**config.mk**
```make
export PLATFORM = sky130hd
export DESIGN_NAME = mux_scan_sequencer
export DESIGN_NICKNAME = d
export VERILOG_FILES = /design/src/rtl/mux_scan_sequencer_pkg.sv /design/src/rtl/dwell_counter.sv /design/src/rtl/mux_scan_sequencer.sv
export SDC_FILE = /design/constraint.sdc
export NUM_CORES = 1
export LEC_CHECK = 0
export ABC_AREA = 1
export CAP_MARGIN = 10
export CORE_MARGIN = 2
export CORE_UTILIZATION = 50
export CTS_BUF_LIST = sky130_fd_sc_hd__clkbuf_8
export CTS_CLUSTER_DIAMETER = 120
export DETAILED_ROUTE_END_ITERATION = 8
export GPL_ROUTABILITY_DRIVEN = 0
export GPL_TIMING_DRIVEN = 0
export PLACE_DENSITY = 0.86
export SYNTH_ARGS = -nofsm -noshare
export SYNTH_HDL_FRONTEND = slang
export SYNTH_HIERARCHICAL = 1
export SYNTH_SLANG_ARGS = --single-unit
```
**constraint.sdc**
```tcl
create_clock -name clk -period 1.4 [get_ports clk]
set_input_delay 0.28 -clock clk [delete_from_list [all_inputs] [get_ports clk]]
set_output_delay 0.28 -clock clk [all_outputs]
set_load 0.03 [all_outputs]
```
**src/rtl/mux_scan_sequencer_pkg.sv**
```systemverilog
// rtl/mux_scan_sequencer_pkg.sv - shared constants and FSM encoding for the mux scan sequencer
// Contents: channel count, select width, default dwell width, scan FSM state type.
package mux_scan_sequencer_pkg;

  localparam int NUM_CH          = 4;
  localparam int SEL_W           = 2;
  localparam int DEFAULT_DWELL_W = 4;

  typedef enum logic {
    ST_IDLE = 1'b0,
    ST_SCAN = 1'b1
  } scan_state_t;

endpackage

```
**src/rtl/dwell_counter.sv**
```systemverilog
// rtl/dwell_counter.sv - per-channel dwell counter with synchronous load and terminal count
// Ports:
//   clk, rst  : clock, asynchronous active-high reset
//   load      : clear count to 0 (takes priority over en)
//   en        : count one cycle; wraps to 0 after reaching term
//   term      : terminal value (dwell cycles minus 1)
//   tc        : high while count equals term
module dwell_counter #(
  parameter int W = 4
) (
  input  logic         clk,
  input  logic         rst,
  input  logic         load,
  input  logic         en,
  input  logic [W-1:0] term,
  output logic         tc
);

  logic [W-1:0] cnt;

  // Clearing on terminal count means term = all-ones never relies on overflow.
  always_ff @(posedge clk or posedge rst) begin
    if (rst) begin
      cnt <= '0;
    end else if (load) begin
      cnt <= '0;
    end else if (en) begin
      if (cnt == term) cnt <= '0;
      else             cnt <= cnt + 1'b1;
    end
  end

  assign tc = (cnt == term);

endmodule

```
**src/rtl/mux_scan_sequencer.sv**
```systemverilog
// rtl/mux_scan_sequencer.sv - steps a 4:1 mux through its channels and snapshots each full scan
// Ports:
//   clk, rst        : clock, asynchronous active-high reset
//   en              : block enable; low aborts a scan
//   start           : one-cycle scan request, honoured only when idle
//   cont            : continuous (1) / single-shot (0), latched at start
//   dwell           : cycles per channel minus 1, latched at start
//   mux_out         : data returned by the downstream mux
//   select          : channel select to the mux
//   busy            : high whenever not idle
//   sample          : last complete snapshot, bit n = channel n
//   sample_valid    : one-cycle pulse when sample updates
//   sample_changed  : with sample_valid, new sample differs from previous
module mux_scan_sequencer
  import mux_scan_sequencer_pkg::*;
#(
  parameter int DWELL_W = DEFAULT_DWELL_W
) (
  input  logic               clk,
  input  logic               rst,
  input  logic               en,
  input  logic               start,
  input  logic               cont,
  input  logic [DWELL_W-1:0] dwell,
  input  logic               mux_out,
  output logic [SEL_W-1:0]   select,
  output logic               busy,
  output logic [NUM_CH-1:0]  sample,
  output logic               sample_valid,
  output logic               sample_changed
);

  scan_state_t               state, state_next;
  logic [DWELL_W-1:0]        dwell_q;
  logic                      cont_q;
  logic [NUM_CH-2:0]         shadow;
  logic                      cnt_load;
  logic                      cnt_en;
  logic                      cnt_tc;
  logic                      capture;
  logic                      last_ch;
  logic [NUM_CH-1:0]         new_sample;

  assign last_ch    = (select == SEL_W'(NUM_CH - 1));
  assign new_sample = {mux_out, shadow};

  dwell_counter #(.W(DWELL_W)) u_dwell_counter (
    .clk  (clk),
    .rst  (rst),
    .load (cnt_load),
    .en   (cnt_en),
    .term (dwell_q),
    .tc   (cnt_tc)
  );

  always_ff @(posedge clk or posedge rst) begin
    if (rst) state <= ST_IDLE;
    else     state <= state_next;
  end

  always_comb begin
    state_next = state;
    cnt_load   = 1'b0;
    cnt_en     = 1'b0;
    capture    = 1'b0;
    case (state)
      ST_IDLE: begin
        // Counter held at zero so the first SCAN cycle starts a fresh dwell.
        cnt_load = 1'b1;
        if (start && en) state_next = ST_SCAN;
      end
      ST_SCAN: begin
        if (!en) begin
          cnt_load   = 1'b1;
          state_next = ST_IDLE;
        end else begin
          cnt_en  = 1'b1;
          capture = cnt_tc;
          if (cnt_tc && last_ch && !cont_q) state_next = ST_IDLE;
        end
      end
      default: state_next = ST_IDLE;
    endcase
  end

  always_ff @(posedge clk or posedge rst) begin
    if (rst) begin
      select         <= '0;
      busy           <= 1'b0;
      dwell_q        <= '0;
      cont_q         <= 1'b0;
      shadow         <= '0;
      sample         <= '0;
      sample_valid   <= 1'b0;
      sample_changed <= 1'b0;
    end else begin
      sample_valid   <= 1'b0;
      sample_changed <= 1'b0;
      busy           <= (state_next != ST_IDLE);
      case (state)
        ST_IDLE: begin
          select <= '0;
          if (start && en) begin
            dwell_q <= dwell;
            cont_q  <= cont;
          end
        end
        ST_SCAN: begin
          if (!en) begin
            // Abort: partial scan is thrown away, sample keeps its last value.
            select <= '0;
            shadow <= '0;
          end else if (capture) begin
            select <= select + 1'b1;
            if (last_ch) begin
              sample         <= new_sample;
              sample_valid   <= 1'b1;
              sample_changed <= (new_sample != sample);
            end else begin
              shadow[select] <= mux_out;
            end
          end
        end
        default: select <= '0;
      endcase
    end
  end

endmodule

```
==> impl_results.md, run 1 <==
- Worst stage delay on the critical path: 0.40 ns
- Layout Cells excl Fill: between 200 and 250
- Initial antenna violation count: 0
- Hold_buf cts: 0
- Fin Clk Skew: 0.003313 ns
- Max Slew Vio Count: 0
- Min-delay worst type: in -> async
- Initial Util: 0.5289
- Sequential fraction of the synthesis area: 0.4449
- Global-route wire length before repair: 4.202 mm
- Crit path time final: 1.396 ns
- Yosys reg bits: 21
- Crit path buf inv count: 2
- Grt ovf: 0
- Crit share post-route: 0.9973
- Flop-to-flop setup slack: 0.004 ns
- IO Port Bufs: 18
- Slew margin rel.: 0.5699
- Total routed wirelength: 2.616 mm
- Core Region: 2233 um2
- Status: finished, final reports clean
- Met3 wire length: 157 um
- Unrepaired setup endpoints after global routing: true
- DR pass1 iterations: 4
- Worst slew pin tran: 0.6444 ns
- Synth Area per Inst: 7.246 um2
- Cells after synthesis: 163
- Critical path required time: 1.55 ns
- Main area contributors after synthesis: dfrtp_1 (44%), nand2_1 (20%), inv_1 (8.6%), nand3_1 (6.4%), ha_1 (5.3%)
- Post-synth cell types: 18
- DRC Markers: 0
- FILL cells: 182
- Fin. Hold Viols: 0
- CTS tree: built
- Crit Path Max Fanout: 6
- Routed wire length per instance: between 10 and 15 um
- DP Cell Count: 209
- M1 wire length: 1.069 mm
- Root buffer cell: clkbuf_8
- Core Rows: 17
- Most common cell after layout, fill and taps aside: nand2_1
- Worst Setup End Kind: flop
- Clk sinks: 21
- Net Count, Synth: 178
- Area leader, netlist: dfrtp_1
- Chip height: around 53 um
- H-tree depth: 1
- Area grow syn2layout: 30.83%
- Arrival @ worst endpoint: roughly 1.6 ns
- CTS Buffer Depth: 2
- YS warnings: 6
- Power per cell area: 935.2 nW/um2
- Ant. Diodes: 0
- DRT antenna net count: 0
- DRT iter0 DRCs: 45
- Slowest-stage cell, CP: dfrtp_1
- CTS Buf Count: 3
- Met2 wire len: between 1 and 1.5 mm
- Full die area: 2767 um2
- Setup_tns: 0 ns
- Clock Pin Slew Worst Setup and Hold Paths: 0.08 ns
- Sequence of cells on the critical path: inv_1 -> nand2_1 -> nand2_1 -> nor2_2 -> nand2_2 -> inv_4 -> nand2_2 -> nand2_4 -> nand3_1 -> nand2_1 -> nand2_1
- Cell area after layout: 1545 um2
- Most frequent CP cell: nand2_1
- Type of origin of the critical path: flop
- Worst vdd ir: 782.2 uV
- Top delay family on crit path: simple AND/OR/NAND/NOR gates
- Placed standard-cell area: 1396 um2
- Yosys top cell area share: 0.4449
- Vias per inst: 5.082
- Largest net degree at the start of global routing: 18
- Lkg Pwr: just over 0.0008 uW
- DR top layer: met4
- Synth Cell Area: 1181 um2
- Hpwl dp: roughly 1.8 mm
- Total Nets Final: 208
- Crit path kind: reg -> reg
- Vias in the first global route: 1025
- Clk_lat worst skew: about 0.26 ns
- IO Pins: 19
- Die Width: 52.61 um
- Most frequent cells in the layout: nand2_1 (61), inv_1 (24), dfrtp_1 (20)
- Layout cells sized above 1: 0.1771
- Routed via count: 1118
- Final setup viols: 0
- Fmax: 716.2 MHz
- Max_cap viols: 0
- GRT Total Usage: 0.2087
## cells in the mapped netlist
master,n
or2_0,1
xor2_1,1
nand2_2,3
nand3_1,15
buf_4,1
inv_2,2
a21oi_1,1
o21bai_1,1
dfrtp_1,21
o21ai_0,5
nor2_4,2
nor2_1,7
ha_1,5
nand4_1,3
inv_1,27
o21ai_1,2
nor2_2,2
nand2_1,64
## flip-flops by register name (all words and copies together), names as in the netlist
signal,cells
sample_valid,1
busy,1
sample,4
sample_changed,1
select,2
cont_q,1
dwell_q,4
shadow,3
u_dwell_counter/cnt,4
## repair_timing
item                       in CTS  in global routing
pin swaps                       3                  8
setup endpoints to repair      21                 17
setup buffers                   4                  2
cloned                          1                  0
gates resized for setup        13                 22
## kinds of logic (layout without fill, tap and decap cells)
family | after synthesis | in the layout | share of synthesized area
and+or+nand+nor | 97 | 98 | 0.3559
buffers and inverters | 30 | 58 | 0.09852
DFF | 21 | 21 | 0.4449
AOI/OAI and AO/OA | 9 | 9 | 0.04025
adders and majority gates | 5 | 5 | 0.05297
xor gates and xnor gates | 1 | 1 | 0.007417
## worst paths after layout
kind | startpoint | cells past startpoint | to
setup / recovery | dwell_q[2] | 11 | shadow[1]
hold / removal | rst | 2 | u_dwell_counter/cnt[0]
setup reg to reg | dwell_q[2] | 11 | shadow[1]
hold reg to reg | cont_q | 2 | cont_q
max in group asynchronous | rst | 2 | dwell_q[0]
min in group clk | cont_q | 2 | cont_q
## layout make-up
type                       instances  area, um2  area share
sequential                        21      526.8      0.3409
clock buffer                       3      41.29     0.02672
tap                               28      35.03     0.02267
inverter                          29      113.9     0.07368
timing repair buffer              24      216.5      0.1401
clock inverter                     1      3.754    0.002429
buffer                             1      7.507    0.004858
multi-input combinational        113      600.6      0.3887
## through the flow
stage	hold WS [ns]	setup slack [ns]	utilization	power, uW
after floorplan	0.04608	0.001172	-	884.2
after detailed placement	0.4876	-0.3082	0.6252	972.6
after global routing	0.2464	-0.06963	0.6919	1520
after CTS	0.2261	-0.006267	0.6588	1401
final	0.2298	0.003790	0.6919	1445
after global placement	0.4509	-0.2589	0.6252	956.3
## worst reg2reg max path, cell delays in order, from the launching register on
cell	delay [ns]
dfrtp_1	0.40
inv_1	0.07
nand2_1	0.07
nand2_1	0.07
nor2_2	0.15
nand2_2	0.09
inv_4	0.09
nand2_2	0.08
nand2_4	0.10
nand3_1	0.07
nand2_1	0.06
nand2_1	0.05
## power by group
| part | internal (uW) | switching (uW) | total (uW) |
|---|---|---|---|
| registers | 651 | 38.6 | 690 |
| logic | 152 | 213 | 365 |
| clock network | 195 | 196 | 391 |
| total | 998 | 447 | 1450 |
## metal layers
metal,up-vias,track usage
met1,518,0.2373
met3,4,0.03429
met4,0,0.1111
met2,39,0.3688
li1,557,-
met5,-,0
Power figures use the tool's default switching activity.
==> run 2, diff against run 1 <==
Settings changed: HOLD_SLACK_MARGIN set to 0.08.
==> results of run 2 <==
The final DEF is identical to that of run 1; final timing and power are the same.
